File: src/rtl/rr_onehot_arbiter_pkg.sv
// Shared defaults for the L1D round-robin request arbiter.
// Imported by the arbiter top and its payload mux.
package rr_onehot_arbiter_pkg;

  localparam int DEF_SOURCE_COUNT = 4;
  localparam int DEF_DATA_WIDTH   = 32;

endpackage

File: src/rtl/rr_onehot_arbiter_onehot_mux.sv
// One-hot select mux: ORs together the payloads whose select bit is set.
// With a one-hot or all-zero select this is a plain N-to-1 mux.
module onehot_mux
  import rr_onehot_arbiter_pkg::*;
#(
  parameter int SOURCE_COUNT = DEF_SOURCE_COUNT,
  parameter int DATA_WIDTH   = DEF_DATA_WIDTH
) (
  input  logic [SOURCE_COUNT-1:0]            sel_i,
  input  logic [SOURCE_COUNT*DATA_WIDTH-1:0] data_i,
  output logic [DATA_WIDTH-1:0]              data_o
);

  always_comb begin
    data_o = '0;
    for (int j = 0; j < SOURCE_COUNT; j++) begin
      if (sel_i[j]) begin
        data_o = data_o | data_i[j*DATA_WIDTH +: DATA_WIDTH];
      end
    end
  end

endmodule

File: src/rtl/rr_onehot_arbiter.sv
// Round-robin N-to-1 arbiter feeding a single registered output slot.
// Grant is one-hot; slot reports payload, one-hot and binary source.
module rr_onehot_arbiter
  import rr_onehot_arbiter_pkg::*;
#(
  parameter int SOURCE_COUNT = DEF_SOURCE_COUNT,
  parameter int DATA_WIDTH   = DEF_DATA_WIDTH
) (
  input  logic                               clk,
  input  logic                               rst,
  input  logic [SOURCE_COUNT-1:0]            req_valid_i,
  input  logic [SOURCE_COUNT*DATA_WIDTH-1:0] req_data_i,
  output logic [SOURCE_COUNT-1:0]            req_ready_o,
  output logic                               out_valid_o,
  output logic [DATA_WIDTH-1:0]              out_data_o,
  output logic [SOURCE_COUNT-1:0]            out_grant_o,
  output logic [(SOURCE_COUNT > 1 ? $clog2(SOURCE_COUNT) : 1)-1:0] out_idx_o,
  input  logic                               out_ready_i
);

  localparam int N         = SOURCE_COUNT;
  localparam int IDX_WIDTH = (N > 1) ? $clog2(N) : 1;

  // Rotate so ptr sits at bit 0, isolate lowest set bit, rotate back.
  function automatic logic [N-1:0] rr_pick(
    input logic [N-1:0]         req,
    input logic [IDX_WIDTH-1:0] ptr
  );
    logic [2*N-1:0] dbl;
    logic [N-1:0]   rot;
    logic [N-1:0]   first;
    dbl   = {req, req} >> ptr;
    rot   = dbl[N-1:0];
    first = rot & (~rot + N'(1));
    dbl   = {first, first} << ptr;
    return dbl[2*N-1:N];
  endfunction

  logic [IDX_WIDTH-1:0]  ptr_q, ptr_d;
  logic                  valid_q, valid_d;
  logic [DATA_WIDTH-1:0] data_q, data_d;
  logic [N-1:0]          grant_q, grant_d;
  logic [IDX_WIDTH-1:0]  idx_q, idx_d;

  logic                  can_load;
  logic [N-1:0]          win_oh;
  logic [IDX_WIDTH-1:0]  win_idx;
  logic [DATA_WIDTH-1:0] win_data;
  logic                  accept;

  assign can_load    = !valid_q || out_ready_i;
  assign win_oh      = rr_pick(req_valid_i, ptr_q);
  assign req_ready_o = can_load ? win_oh : '0;
  assign accept      = |(req_valid_i & req_ready_o);

  always_comb begin
    win_idx = '0;
    for (int j = 0; j < N; j++) begin
      if (win_oh[j]) win_idx = IDX_WIDTH'(j);
    end
  end

  onehot_mux #(
    .SOURCE_COUNT (N),
    .DATA_WIDTH   (DATA_WIDTH)
  ) u_mux (
    .sel_i  (win_oh),
    .data_i (req_data_i),
    .data_o (win_data)
  );

  always_comb begin
    ptr_d   = ptr_q;
    valid_d = valid_q;
    data_d  = data_q;
    grant_d = grant_q;
    idx_d   = idx_q;
    if (accept) begin
      valid_d = 1'b1;
      data_d  = win_data;
      grant_d = win_oh;
      idx_d   = win_idx;
      ptr_d   = (win_idx == IDX_WIDTH'(N-1)) ? '0
              : win_idx + IDX_WIDTH'(1);
    end else if (out_ready_i) begin
      valid_d = 1'b0;
    end
  end

  always_ff @(posedge clk or posedge rst) begin
    if (rst) begin
      ptr_q   <= '0;
      valid_q <= 1'b0;
      data_q  <= '0;
      grant_q <= '0;
      idx_q   <= '0;
    end else begin
      ptr_q   <= ptr_d;
      valid_q <= valid_d;
      data_q  <= data_d;
      grant_q <= grant_d;
      idx_q   <= idx_d;
    end
  end

  assign out_valid_o = valid_q;
  assign out_data_o  = data_q;
  assign out_grant_o = grant_q;
  assign out_idx_o   = idx_q;

endmodule

File: config.mk
export PLATFORM = sky130hd
export DESIGN_NAME = rr_onehot_arbiter
export DESIGN_NICKNAME = d
export VERILOG_FILES = /design/src/rtl/rr_onehot_arbiter_pkg.sv /design/src/rtl/rr_onehot_arbiter_onehot_mux.sv /design/src/rtl/rr_onehot_arbiter.sv
export SDC_FILE = /design/constraint.sdc
export NUM_CORES = 1
export LEC_CHECK = 0
export ABC_AREA = 1
export CORE_UTILIZATION = 43
export CTS_CLUSTER_SIZE = 16
export DETAILED_ROUTE_END_ITERATION = 16
export PLACE_DENSITY_LB_ADDON = 0.12
export SLEW_MARGIN = 20
export SYNTH_ARGS = -nofsm -noshare
export SYNTH_HDL_FRONTEND = slang
export SYNTH_HIERARCHICAL = 1
export SYNTH_SLANG_ARGS = --single-unit
export TNS_END_PERCENT = 1
File: constraint.sdc
create_clock -name clk -period 3.79 [get_ports clk]
set_clock_uncertainty 0.05 [all_clocks]
set_input_delay 1.137 -clock clk [delete_from_list [all_inputs] [get_ports clk]]
set_output_delay 1.137 -clock clk [all_outputs]
set_load 0.05 [all_outputs]
==> implementation parameters, run 1 <==
Parameter                              Value

STA
  Share of the clock period used by the worst path ... 98.50%
  Unrepaired setup endpoints after global routing ... no
  Timing-limited maximum frequency ... 267.9 MHz
  Max-Slew Margin vs Limit ... 41.45%
  Final Hold Violating Endpoints ... 0
  Shortest period the worst path allows ... 3.733 ns
  Worst hold slack ... 0.4329 ns
  Actual slew at the worst max-slew pin ... 0.8770 ns
  Slack of the critical path ... 0.05669 ns
  Count of pins over their slew limit ... 0
  Final-report setup violation count ... 0
  Sum Neg Setup Slack ... 0 ns

Finish
  Antenna diode count ... 0
  Utilization of the core after routing ... 71.55%
  Final Net Count ... 851
  Share of cells above drive strength 1 ... 7.950%
  Layout Area Growth over Synthesis ... 61.09%

Placed design
  Worst slack at placement ... -0.1562 ns
  Port bufs ... 177
  Weighted congestion at the end of routability-driven global placement ... 0.9334
  HPWL after detailed placement ... 7296 um

Synth
  Post-synthesis cell area ... 0.003222 sq mm
  Count of distinct cell types in the synthesized netlist ... 21
  Synthesized netlist cell count ... 539
  Mapped Avg Cell Area ... 5.977 sq um
  Net Count, Synth ... 674
  Proportion of synthesized chip area in sequential cells ... 31.84%
  Yosys warning count ... 6
  Seq cells post-synth ... 41

Setup path
  Worst EP arrival ... 2.55 ns
  Maximum cell stage delay along the critical path ... 0.26 ns
  Kind of end point of the critical path ... output pin
  Maximum fanout along the worst path ... 6
  Number of buffers and inverters on the critical path ... 4
  Critical path class ... in -> out
  Number of cell instances on the worst register-to-register path ... 20
  Slowest cell on the critical path ... sky130_fd_sc_hd__dlygate4sd2_1
  Worst R2R End ... out_data_o[6]
  Reg2Reg Setup Slack ... 0.73 ns
  Startpoint class of the critical path ... primary input
  Cell family with the largest share of critical-path delay ... simple AND/OR/NAND/NOR gates
  Series of cell instances along the critical path ... dlygate4sd2_1 > nand2_2 > nand3_2 > nand2_4 > buf_4 > nand4_1 > nand3_1 > nand3_2 > inv_2 > buf_12
  Most frequent cell on the critical path ... sky130_fd_sc_hd__nand3_2
  Crit path required time ... 2.60 ns
  Startpoint of the worst-slack reg-to-reg timing path ... ptr_q[0]

Die
  Ports placed on the boundary ... 178
  Die Wd ... 88.56 um
  Overall die area ... 0.007843 sq mm
  Number of core rows ... 31
  Die height ... 88.56 um
  Core region area ... 0.007253 sq mm
  Initial standard-cell utilization of the core ... 44.42%

Global routing
  Wire length of the first global-routing pass ... 15680 um
  Total overflow reported by the global router ... 0
  GR Util All Layers ... 26.18%
  Number of global-route vias before repair ... 3355
  Antenna violations before repair ... 0
  Largest net degree at the start of global routing ... 42

Status
  Status ... finished clean

Power and ir drop
  Max IR drop VDD ... 0.9705 mV
  Internal power consumption ... 2449 uW
  Clock network power share ... 6.3%
  Total design power ... 5750 uW
  Reported net switching power ... 3301 uW
  Net switching fraction of the power ... 57.41%
  Pwr per Cell Area ... 1108 mW/mm^2
  Leakage component of the power ... 0.002757 uW
  Combinational cell fraction of total power ... 78.9%
  Share of power burned in registers ... 14.8%

Route
  Overall via count from detail_route ... 3772
  Wirelength, routed ... 10150 um
  Length of the first detailed-routing pass in iterations ... 4
  Detailed-route wire length per cell ... 12.44 um
  Residual DRC ... 0
  Post-detailed-route count of antenna-violating nets ... 0
  Via/cell ratio ... 4.623
  Number of DRC markers after the initial detailed-route iteration ... 116

CTS
  Clock insertion delay at the later pin of the skew report ... 0.30 ns
  Number of buffers on the longest clock path ... 2
  Number of clock sinks ... 41
  H-tree level count ... 2
  CTS Hold Buffers Added ... 0
  Clk slew on worst S/H paths ... 0.09 ns
  Clock root buffer master ... sky130_fd_sc_hd__clkbuf_8
  Clock tree from TritonCTS ... yes
  Number of buffers created by CTS ... 5

Hold path
  Worst min path class ... reg -> reg
  Worst Min Path Start ... out_data_o[14]
  Hold path depth ... 2
  Hold Path Sink ... out_data_o[14]

Job
  Maximum Capacitance Violations ... 0
## registers in the layout (all words and copies together), names as in the netlist
signal       flops
out_idx_o        2
ptr_q            2
out_data_o      32
out_valid_o      1
out_grant_o      4
## worst max path at each step
stage | depth (start not counted) | slack, ns | start | endpoint
after floorplan | 9 | 0.39 | req_valid_i[3] | req_ready_o[3]
after global placement | 11 | -0.05 | req_valid_i[3] | req_ready_o[0]
after detailed placement | 11 | -0.16 | req_valid_i[3] | req_ready_o[0]
after CTS | 11 | 0.18 | req_valid_i[0] | req_ready_o[3]
after global routing | 11 | 0.005 | req_valid_i[0] | req_ready_o[1]
final | 10 | 0.06 | req_valid_i[2] | req_ready_o[1]
## cells in the mapped netlist, drive strengths merged
library cell  instances  area, sq um
and2                  3        18.77
buf                  25        230.2
dfrtp                41         1026
inv                  79        296.5
nand2               328         1269
nand3                20        137.6
nand4                 2        12.51
nor2                  4        33.79
o211ai                2        15.01
o21ai                33        165.2
o2bb2ai               2        17.52
## cell families after synthesis
| group | synth area share, % |
|---|---|
| AND/OR/NAND/NOR | 45.67 |
| buffers and inverters | 16.35 |
| flip-flops | 31.84 |
| AO/OA/AOI/OAI | 6.136 |
## what timing repair did
item	in CTS	in global routing
buffers inserted	7	0
endpoints found under the setup margin	4	1
gates resized for setup	12	1
endpoints found under the hold margin	0	0
pin swaps	4	0
## layer usage
layer  vias up  part of all wire, %  global-route usage, %
met3        20                  8.2                  7.183
met1      1657                   41                  31.11
li1       1940                    -                      -
met2       155                   49                  45.31
met5         -                    0                      0
met4         0                  2.0                  9.531
## tightest hold or removal path: stages, from the launching register on
cell and delay (ns):
sky130_fd_sc_hd__dfrtp_1 0.35, sky130_fd_sc_hd__nand2_1 0.05, sky130_fd_sc_hd__nand2_1 0.05
## cells in the final DEF, fill, tap and decap left out, drive strengths merged
cell / synthesis / layout
nand4: 2 / 2
buf: 25 / 22
clkdlybuf4s50: 0 / 169
bufinv: 0 / 1
clkinvlp: 0 / 1
and2: 3 / 3
o211ai: 2 / 2
nand3: 20 / 20
clkinv: 0 / 1
clkbuf: 0 / 5
nor2: 4 / 4
inv: 79 / 79
o21ai: 33 / 33
o2bb2ai: 2 / 2
dlygate4sd2: 0 / 4
dfrtp: 41 / 41
nand2: 328 / 328
## layout make-up
class                   instances  area, sq um
multi-input cells             394         1687
inverters                      79        296.5
repair buffers                195         1942
clock inverters                 3        46.29
well taps                      99        123.9
fillers                       631         2063
flip-flops and latches         41         1026
clock buffers                   5        68.82
## per-stage QoR
step                cells  cell area, sq um
finish                816              5190
global route          816              5190
CTS                   816              5185
detailed placement    801              5010
global placement      801              5010
floorplan             539              3222
## power groups by stage
stage / Clock, uW / Sequential, uW / Combinational [uW]
6_report: 361 / 853 / 4540
5_1_grt: 386 / 882 / 5000
4_1_cts: 371 / 850 / 4530
3_5_place_dp: 0 / 854 / 4420
3_3_place_gp: 0 / 844 / 4340
2_1_floorplan: 0 / 1560 / 2640
No activity file was read; power rests on OpenSTA's default activity.
==> run 2: changes to the inputs <==
--- a/config.mk
+++ b/config.mk
@@ -13,6 +13,5 @@
 export SLEW_MARGIN = 20
 export SYNTH_ARGS = -nofsm -noshare
 export SYNTH_HDL_FRONTEND = slang
-export SYNTH_HIERARCHICAL = 1
 export SYNTH_SLANG_ARGS = --single-unit
 export TNS_END_PERCENT = 1
==> implementation parameters, run 2 <==
Parameter                              Value

Status
  Status ... finished clean

CTS
  Clock insertion delay at the later pin of the skew report ... 0.30 ns (about the same)
  Number of buffers on the longest clock path ... 2 (unchanged)
  Clock root buffer master ... sky130_fd_sc_hd__clkbuf_8
  H-tree level count ... 2 (unchanged)
  Clock tree from TritonCTS ... yes
  Number of buffers created by CTS ... 5 (unchanged)
  Number of clock sinks ... 41 (unchanged)
  Clk slew on worst S/H paths ... 0.08 ns (about the same)

Synth
  Asr flop ratio synth ... 100.0% (unchanged)
  Mapped Avg Cell Area ... 6.051 sq um (+1.2%)
  Count of distinct cell types in the synthesized netlist ... 22 (+4.8%)
  Area share of the leading cell type in the synthesized netlist ... 30.89% (-6.5 points)
  Cell type contributing the most total cell area after synthesis ... sky130_fd_sc_hd__dfrtp_1
  Synthesized netlist cell count ... 549 (+1.9%)
  Leading cell type by number of instances after synthesis ... sky130_fd_sc_hd__nand2_1
  Primary FF master, synth ... sky130_fd_sc_hd__dfrtp_1
  Seq cells post-synth ... 41 (unchanged)
  Post-synthesis cell area ... 0.003322 sq mm (+3.1%)
  Post-synth EDFFs ... 0 (unchanged)
  Proportion of synthesized chip area in sequential cells ... 30.89% (-0.96 points)
  Net Count, Synth ... 684 (+1.5%)
  Top cells by instance count after synthesis ... sky130_fd_sc_hd__nand2_1, sky130_fd_sc_hd__nand3_1, sky130_fd_sc_hd__inv_1, sky130_fd_sc_hd__dfrtp_1, sky130_fd_sc_hd__buf_2
  Top cells by area, synth ... sky130_fd_sc_hd__dfrtp_1, sky130_fd_sc_hd__nand2_1, sky130_fd_sc_hd__nand3_1
  Yosys warning count ... 0 (-6)

Route
  Via/cell ratio ... 5.060 (+9.5%)
  Residual DRC ... 0 (unchanged)
  Post-detailed-route count of antenna-violating nets ... 0 (unchanged)
  Number of DRC markers after the initial detailed-route iteration ... 186 (+60%)
  Overall via count from detail_route ... 4119 (+9.2%)
  Wirelength, routed ... 12070 um (+19%)
  Detailed-route wire length per cell ... 14.82 um (+19%)
  Length of the first detailed-routing pass in iterations ... 5 (+1)

Global routing
  GR Util All Layers ... 29.19% (+3.0 points)
  Total overflow reported by the global router ... 0 (unchanged)
  Number of global-route vias before repair ... 3815 (+14%)
  Wire length of the first global-routing pass ... 18800 um (+20%)
  Largest net degree at the start of global routing ... 42 (unchanged)
  Antenna violations before repair ... 0 (unchanged)

Setup path
  Kind of end point of the critical path ... output pin
  Series of cell instances along the critical path ... dlymetal6s2s_1 > nand2_2 > nand3_2 > nand2_4 > nand2_2 > nor2_4 > nand2_2 > nand3_2 > nand3_2 > inv_2 > buf_12
  Maximum cell stage delay along the critical path ... 0.16 ns (-0.10 ns)
  Maximum fanout along the worst path ... 6 (unchanged)
  Launch point of the worst path ... req_valid_i[3]
  Cell family with the largest share of critical-path delay ... simple AND/OR/NAND/NOR gates
  Critical path class ... in -> out
  Worst EP arrival ... 2.33 ns (-0.22 ns)
  Worst setup endpoint ... req_ready_o[1]
  Slowest cell on the critical path ... sky130_fd_sc_hd__dlymetal6s2s_1
  Cell count along the critical path ... 11 (+1)
  Startpoint of the worst-slack reg-to-reg timing path ... ptr_q[0]
  Worst R2R End ... out_data_o[27]
  Crit path required time ... 2.60 ns (about the same)
  Reg2Reg Setup Slack ... 1.27 ns (+0.54 ns)
  Number of cell instances on the worst register-to-register path ... 16 (-20%)
  Startpoint class of the critical path ... primary input
  Number of buffers and inverters on the critical path ... 3 (-1)

STA
  Shortest period the worst path allows ... 3.520 ns (-0.2133 ns)
  Final-report setup violation count ... 0 (unchanged)
  Unrepaired setup endpoints after global routing ... no
  Count of pins over their slew limit ... 0 (unchanged)
  Final Hold Violating Endpoints ... 0 (unchanged)
  Max-Slew Margin vs Limit ... 42.84% (+1.4 points)
  Timing-limited maximum frequency ... 284.1 MHz (+6.1%)
  Sum Neg Setup Slack ... 0 ns (unchanged)
  Share of the clock period used by the worst path ... 92.88% (-5.6 points)
  Actual slew at the worst max-slew pin ... 0.8562 ns (-0.02080 ns)

Finish
  Share of cells above drive strength 1 ... 8.811% (+0.86 points)
  Final Net Count ... 850 (-0.12%)
  Leading cell type in the layout, fill and taps excluded ... sky130_fd_sc_hd__nand2_1
  Antenna diode count ... 0 (unchanged)
  Final std cell area, no fill ... 0.005305 sq mm (+2.2%)
  Commonest cells after routing, fill and taps aside ... sky130_fd_sc_hd__nand2_1, sky130_fd_sc_hd__clkdlybuf4s50_1, sky130_fd_sc_hd__nand3_1
  Non-filler cells, final ... 814 (-0.25%)
  Layout Area Growth over Synthesis ... 59.70%
  Flip-flop count of the largest register after layout ... 32 (unchanged)

Power and ir drop
  Max IR drop VDD ... 0.7217 mV (-26%)
  Leakage component of the power ... 0.002826 uW (+2.5%)
  Clock network power share ... 4.9% (-1.4 points)
  Internal power consumption ... 2450 uW (about the same)
  Share of power burned in registers ... 14.5% (-0.3 points)
  Reported net switching power ... 3528 uW (+6.9%)
  Combinational cell fraction of total power ... 80.6% (+1.7 points)
  Pwr per Cell Area ... 1127 mW/mm^2 (+1.7%)
  Net switching fraction of the power ... 59.02% (+1.6 points)
  Total design power ... 5978 uW (+4.0%)

Placed design
  Cell count after placement ... 805 (+0.50%)
  Placed Area ... 0.005161 sq mm (+3.0%)
  Weighted congestion at the end of routability-driven global placement ... 0.8330 (-11%)
  Port bufs ... 177 (unchanged)
  HPWL after detailed placement ... 8209 um (+13%)

Die
  Die Wd ... 89.90 um (+1.5%)
  Overall die area ... 0.008081 sq mm (+3.0%)
  Initial standard-cell utilization of the core ... 45.08% (+0.66 points)
  Core region area ... 0.007370 sq mm (+1.6%)
  Die height ... 89.90 um (+1.5%)
  Ports placed on the boundary ... 178 (unchanged)
  Number of core rows ... 31 (unchanged)

Job
  Maximum Capacitance Violations ... 0 (unchanged)

Hold path
  Worst min path class ... reg -> reg
[run 2: cell count changes after synthesis, sizes merged, moves of 2 or more]
cell / delta
clkbuf: +3
buf: +5
o2bb2ai: -2
o211ai: -2
nand3b: +2
o21ai: -33
nand3: +128
nand2: -93
[run 2: cells by family after synthesis]
family,share of synthesized area [%]
compound gates,0.2261
flops,30.89
buf+inv,15.03
simple gates,53.86
[run 2: cell type report]
class	instances	area, sq um
tap	99	123.9
inverter	80	305.3
fill	623	2064
sequential	41	1026
clock buffer	7	86.33
multi-input combinational	395	1822
timing repair buffer	192	1942
[run 2: worst register-to-register path: stages, from the launching register on]
cell and delay, ns:
sky130_fd_sc_hd__dfrtp_1 0.62, sky130_fd_sc_hd__inv_4 0.14, sky130_fd_sc_hd__nand2_1 0.13, sky130_fd_sc_hd__nand3_1 0.08, sky130_fd_sc_hd__nand2_1 0.12, sky130_fd_sc_hd__nand2_2 0.07, sky130_fd_sc_hd__nor2_4 0.13, sky130_fd_sc_hd__nand2_2 0.08
sky130_fd_sc_hd__nand3_2 0.10, sky130_fd_sc_hd__nand3_2 0.11, sky130_fd_sc_hd__buf_4 0.15, sky130_fd_sc_hd__buf_4 0.13, sky130_fd_sc_hd__nand2_2 0.10, sky130_fd_sc_hd__inv_2 0.07, sky130_fd_sc_hd__nand2_8 0.20, sky130_fd_sc_hd__nand2_1 0.11
sky130_fd_sc_hd__nand2_1 0.08
[run 2: repair_timing]
action / 4_1_cts / 5_1_grt
hold endpoints to repair: 0 / 0
cloned: 0 / 0
buffers inserted: 0 / 2
endpoints found under the setup margin: 4 / 4
pin swaps: 2 / 8
hold buffers: 0 / 0
resized for setup: 6 / 11
[run 2: per-stage QoR]
step | setup slack, ns | hold WS (ns) | util [%]
2_1_floorplan | 0.4086 | 0.5472 | -
3_5_place_dp | -0.06709 | 0.4096 | 70.03
6_report | 0.2700 | 0.4263 | 71.99
5_1_grt | 0.1874 | 0.4600 | 71.99
3_3_place_gp | 0.02793 | 0.4045 | 70.03
4_1_cts | -0.006799 | 0.4293 | 71.43
[run 2: worst min-delay path by stage]
stage                    from        endpoint  slack, ns  cells past startpoint
5_1_grt        out_data_o[17]  out_data_o[17]       0.46                      2
6_report       out_grant_o[1]  out_grant_o[1]       0.43                      2
3_3_place_gp   out_grant_o[1]  out_grant_o[1]       0.40                      2
3_5_place_dp   out_grant_o[1]  out_grant_o[1]       0.41                      2
2_1_floorplan        ptr_q[0]        ptr_q[0]       0.55                      3
4_1_cts        out_grant_o[1]  out_grant_o[1]       0.43                      2
[run 2: power by group through the flow]
stage / combinational (uW) / clock [uW] / sequential (uW)
finish: 4820 / 296 / 866
global route: 5270 / 319 / 894
CTS: 4790 / 300 / 863
detailed placement: 4760 / 0 / 863
global placement: 4660 / 0 / 858
floorplan: 2740 / 0 / 1560
[run 2: routing by layer]
layer / track usage (%) / wire length [um]
met3: 6.007 / 1029
met5: 0 / 0
met2: 51.47 / 5871
met4: 9.005 / 274
met1: 35.70 / 4892
==> run 3: changes to the inputs <==
--- a/config.mk
+++ b/config.mk
@@ -10,7 +10,7 @@
 export CTS_CLUSTER_SIZE = 16
 export DETAILED_ROUTE_END_ITERATION = 16
 export PLACE_DENSITY_LB_ADDON = 0.12
-export SLEW_MARGIN = 20
+export SLEW_MARGIN = 30
 export SYNTH_ARGS = -nofsm -noshare
 export SYNTH_HDL_FRONTEND = slang
 export SYNTH_SLANG_ARGS = --single-unit
==> implementation parameters, run 3 (synthesized netlist as in run 2, its figures left out) <==
Parameter                              Value

Route
  Number of DRC markers after the initial detailed-route iteration ... 186 (unchanged)
  Via/cell ratio ... 5.063 (about the same)
  Post-detailed-route count of antenna-violating nets ... 0 (unchanged)
  Wirelength, routed ... 12060 um (about the same)
  Residual DRC ... 0 (unchanged)
  Length of the first detailed-routing pass in iterations ... 5 (unchanged)
  Detailed-route wire length per cell ... 14.81 um (about the same)
  Overall via count from detail_route ... 4121 (+0.049%)

Power and ir drop
  Max IR drop VDD ... 0.7217 mV (about the same)
  Pwr per Cell Area ... 1126 mW/mm^2 (about the same)
  Leakage component of the power ... 0.002825 uW (about the same)

Placed design
  Cell count after placement ... 805 (unchanged)
  HPWL after detailed placement ... 8209 um (unchanged)
  Port bufs ... 177 (unchanged)
  Weighted congestion at the end of routability-driven global placement ... 0.8330 (unchanged)
  Worst slack at placement ... -0.06709 ns (unchanged)

STA
  Share of the clock period used by the worst path ... 92.89% (about the same)
  Unrepaired setup endpoints after global routing ... no
  Max-Slew Margin vs Limit ... 52.23% (+9.4 points)
  Slack of the critical path ... 0.2696 ns (-0.0004120 ns)
  Actual slew at the worst max-slew pin ... 0.7165 ns (-0.1397 ns)
  Final Hold Violating Endpoints ... 0 (unchanged)
  Shortest period the worst path allows ... 3.520 ns (+0.0004120 ns)
  Sum Neg Setup Slack ... 0 ns (unchanged)
  Count of pins over their slew limit ... 0 (unchanged)
  Timing-limited maximum frequency ... 284.1 MHz (about the same)
  Final-report setup violation count ... 0 (unchanged)

CTS
  Clk slew on worst S/H paths ... 0.08 ns (about the same)
  Clock insertion delay at the later pin of the skew report ... 0.30 ns (about the same)
  Clock root buffer master ... sky130_fd_sc_hd__clkbuf_8
  H-tree level count ... 2 (unchanged)
  Clock tree from TritonCTS ... yes
  Number of clock sinks ... 41 (unchanged)
  Number of buffers created by CTS ... 5 (unchanged)
  Number of buffers on the longest clock path ... 2 (unchanged)

Global routing
  Antenna violations before repair ... 0 (unchanged)
  Wire length of the first global-routing pass ... 18800 um (unchanged)
  Total overflow reported by the global router ... 0 (unchanged)
  GR Util All Layers ... 29.19% (unchanged)
  Number of global-route vias before repair ... 3815 (unchanged)
  Largest net degree at the start of global routing ... 42 (unchanged)

Finish
  Commonest cells after routing, fill and taps aside ... sky130_fd_sc_hd__nand2_1, sky130_fd_sc_hd__clkdlybuf4s50_1, sky130_fd_sc_hd__nand3_1
  Leading cell type in the layout, fill and taps excluded ... sky130_fd_sc_hd__nand2_1
  Utilization of the core after routing ... 72.00% (about the same)
  Flip-flop count of the largest register after layout ... 32 (unchanged)
  Non-filler cells, final ... 814 (unchanged)
  Final Net Count ... 850 (unchanged)
  Share of cells above drive strength 1 ... 8.811% (unchanged)
  Antenna diode count ... 0 (unchanged)
  Layout Area Growth over Synthesis ... 59.74% (about the same)

Die
  Overall die area ... 0.008081 sq mm (unchanged)
  Die height ... 89.90 um (unchanged)
  Number of core rows ... 31 (unchanged)
  Initial standard-cell utilization of the core ... 45.08% (unchanged)
  Die Wd ... 89.90 um (unchanged)
  Core region area ... 0.007370 sq mm (unchanged)
  Ports placed on the boundary ... 178 (unchanged)

Status
  Status ... finished clean

Setup path
  Startpoint class of the critical path ... primary input
  Maximum cell stage delay along the critical path ... 0.16 ns (about the same)
  Worst EP arrival ... 2.33 ns (about the same)
  Series of cell instances along the critical path ... dlymetal6s2s_1 > nand2_2 > nand3_2 > nand2_4 > nand2_2 > nor2_4 > nand2_2 > nand3_2 > nand3_2 > inv_2 > buf_12
  Slowest cell on the critical path ... sky130_fd_sc_hd__dlymetal6s2s_1
  Critical path class ... in -> out
  Maximum fanout along the worst path ... 6 (unchanged)
  Kind of end point of the critical path ... output pin
  Crit path required time ... 2.60 ns (about the same)

Job
  Maximum Capacitance Violations ... 0 (unchanged)

Hold path
  Worst min path class ... reg -> reg
-- run 3: cell types whose count changed in the layout (fill, tap and decap cells not counted), sizes merged --
| cell | change |
|---|---|
| inv | -1 |
| clkinv | +1 |
-- run 3: area by class of cell --
class	count	area (sq um)
repair buffers	192	1942
fillers	623	2063
multi-input cells	395	1822
flip-flops and latches	41	1026
well taps	99	123.9
inverters	80	306.5
clock buffers	7	86.33
-- run 3: critical path, delay by kind of cell --
family,cells,cell delay [ns]
buffers and inverters,3,0.39
AND/OR/NAND/NOR,8,0.80
-- run 3: path summary, 6_finish.rpt --
kind / startpoint / endpoint / slack (ns) / depth (start not counted)
worst max-delay path: req_valid_i[3] / req_ready_o[1] / 0.27 / 11
max in group asynchronous: rst / out_data_o[19] / 2.05 / 2
worst min register to register: out_grant_o[1] / out_grant_o[1] / 0.43 / 2
worst min-delay path: out_grant_o[1] / out_grant_o[1] / 0.43 / 2
worst max register to register: ptr_q[0] / out_data_o[27] / 1.27 / 16
min in group asynchronous: rst / out_grant_o[0] / 1.19 / 2
-- run 3: timing repair --
action | 4_1_cts | 5_1_grt
setup endpoints to repair | 4 | 4
hold buffers | 0 | 0
gates resized for setup | 6 | 11
buffers inserted | 0 | 2
pin swaps | 2 | 8
-- run 3: power by group --
part / leakage (uW) / internal [uW] / switching, uW / total (uW)
Combinational: 0.00230 / 1600 / 3220 / 4820
Clock: 0.0000443 / 145 / 151 / 296
Sequential: 0.000485 / 706 / 159 / 866
Total: 0.00283 / 2450 / 3530 / 5980
-- run 3: metal layers --
layer	GRT usage (%)	up-vias	wire [um]
met1	35.70	1852	4882
met4	9.005	0	274
met5	0	-	0
met3	6.007	28	1034
li1	-	2032	-
met2	51.47	209	5865
-- run 3: metrics by stage --
stage | power (uW) | instance area (sq um) | hold WS (ns)
after floorplan | 4303 | 3322 | 0.5472
after CTS | 5952 | 5264 | 0.4293
after global placement | 5521 | 5161 | 0.4045
after detailed placement | 5623 | 5161 | 0.4096
final | 5977 | 5306 | 0.4263
after global routing | 6485 | 5306 | 0.4600
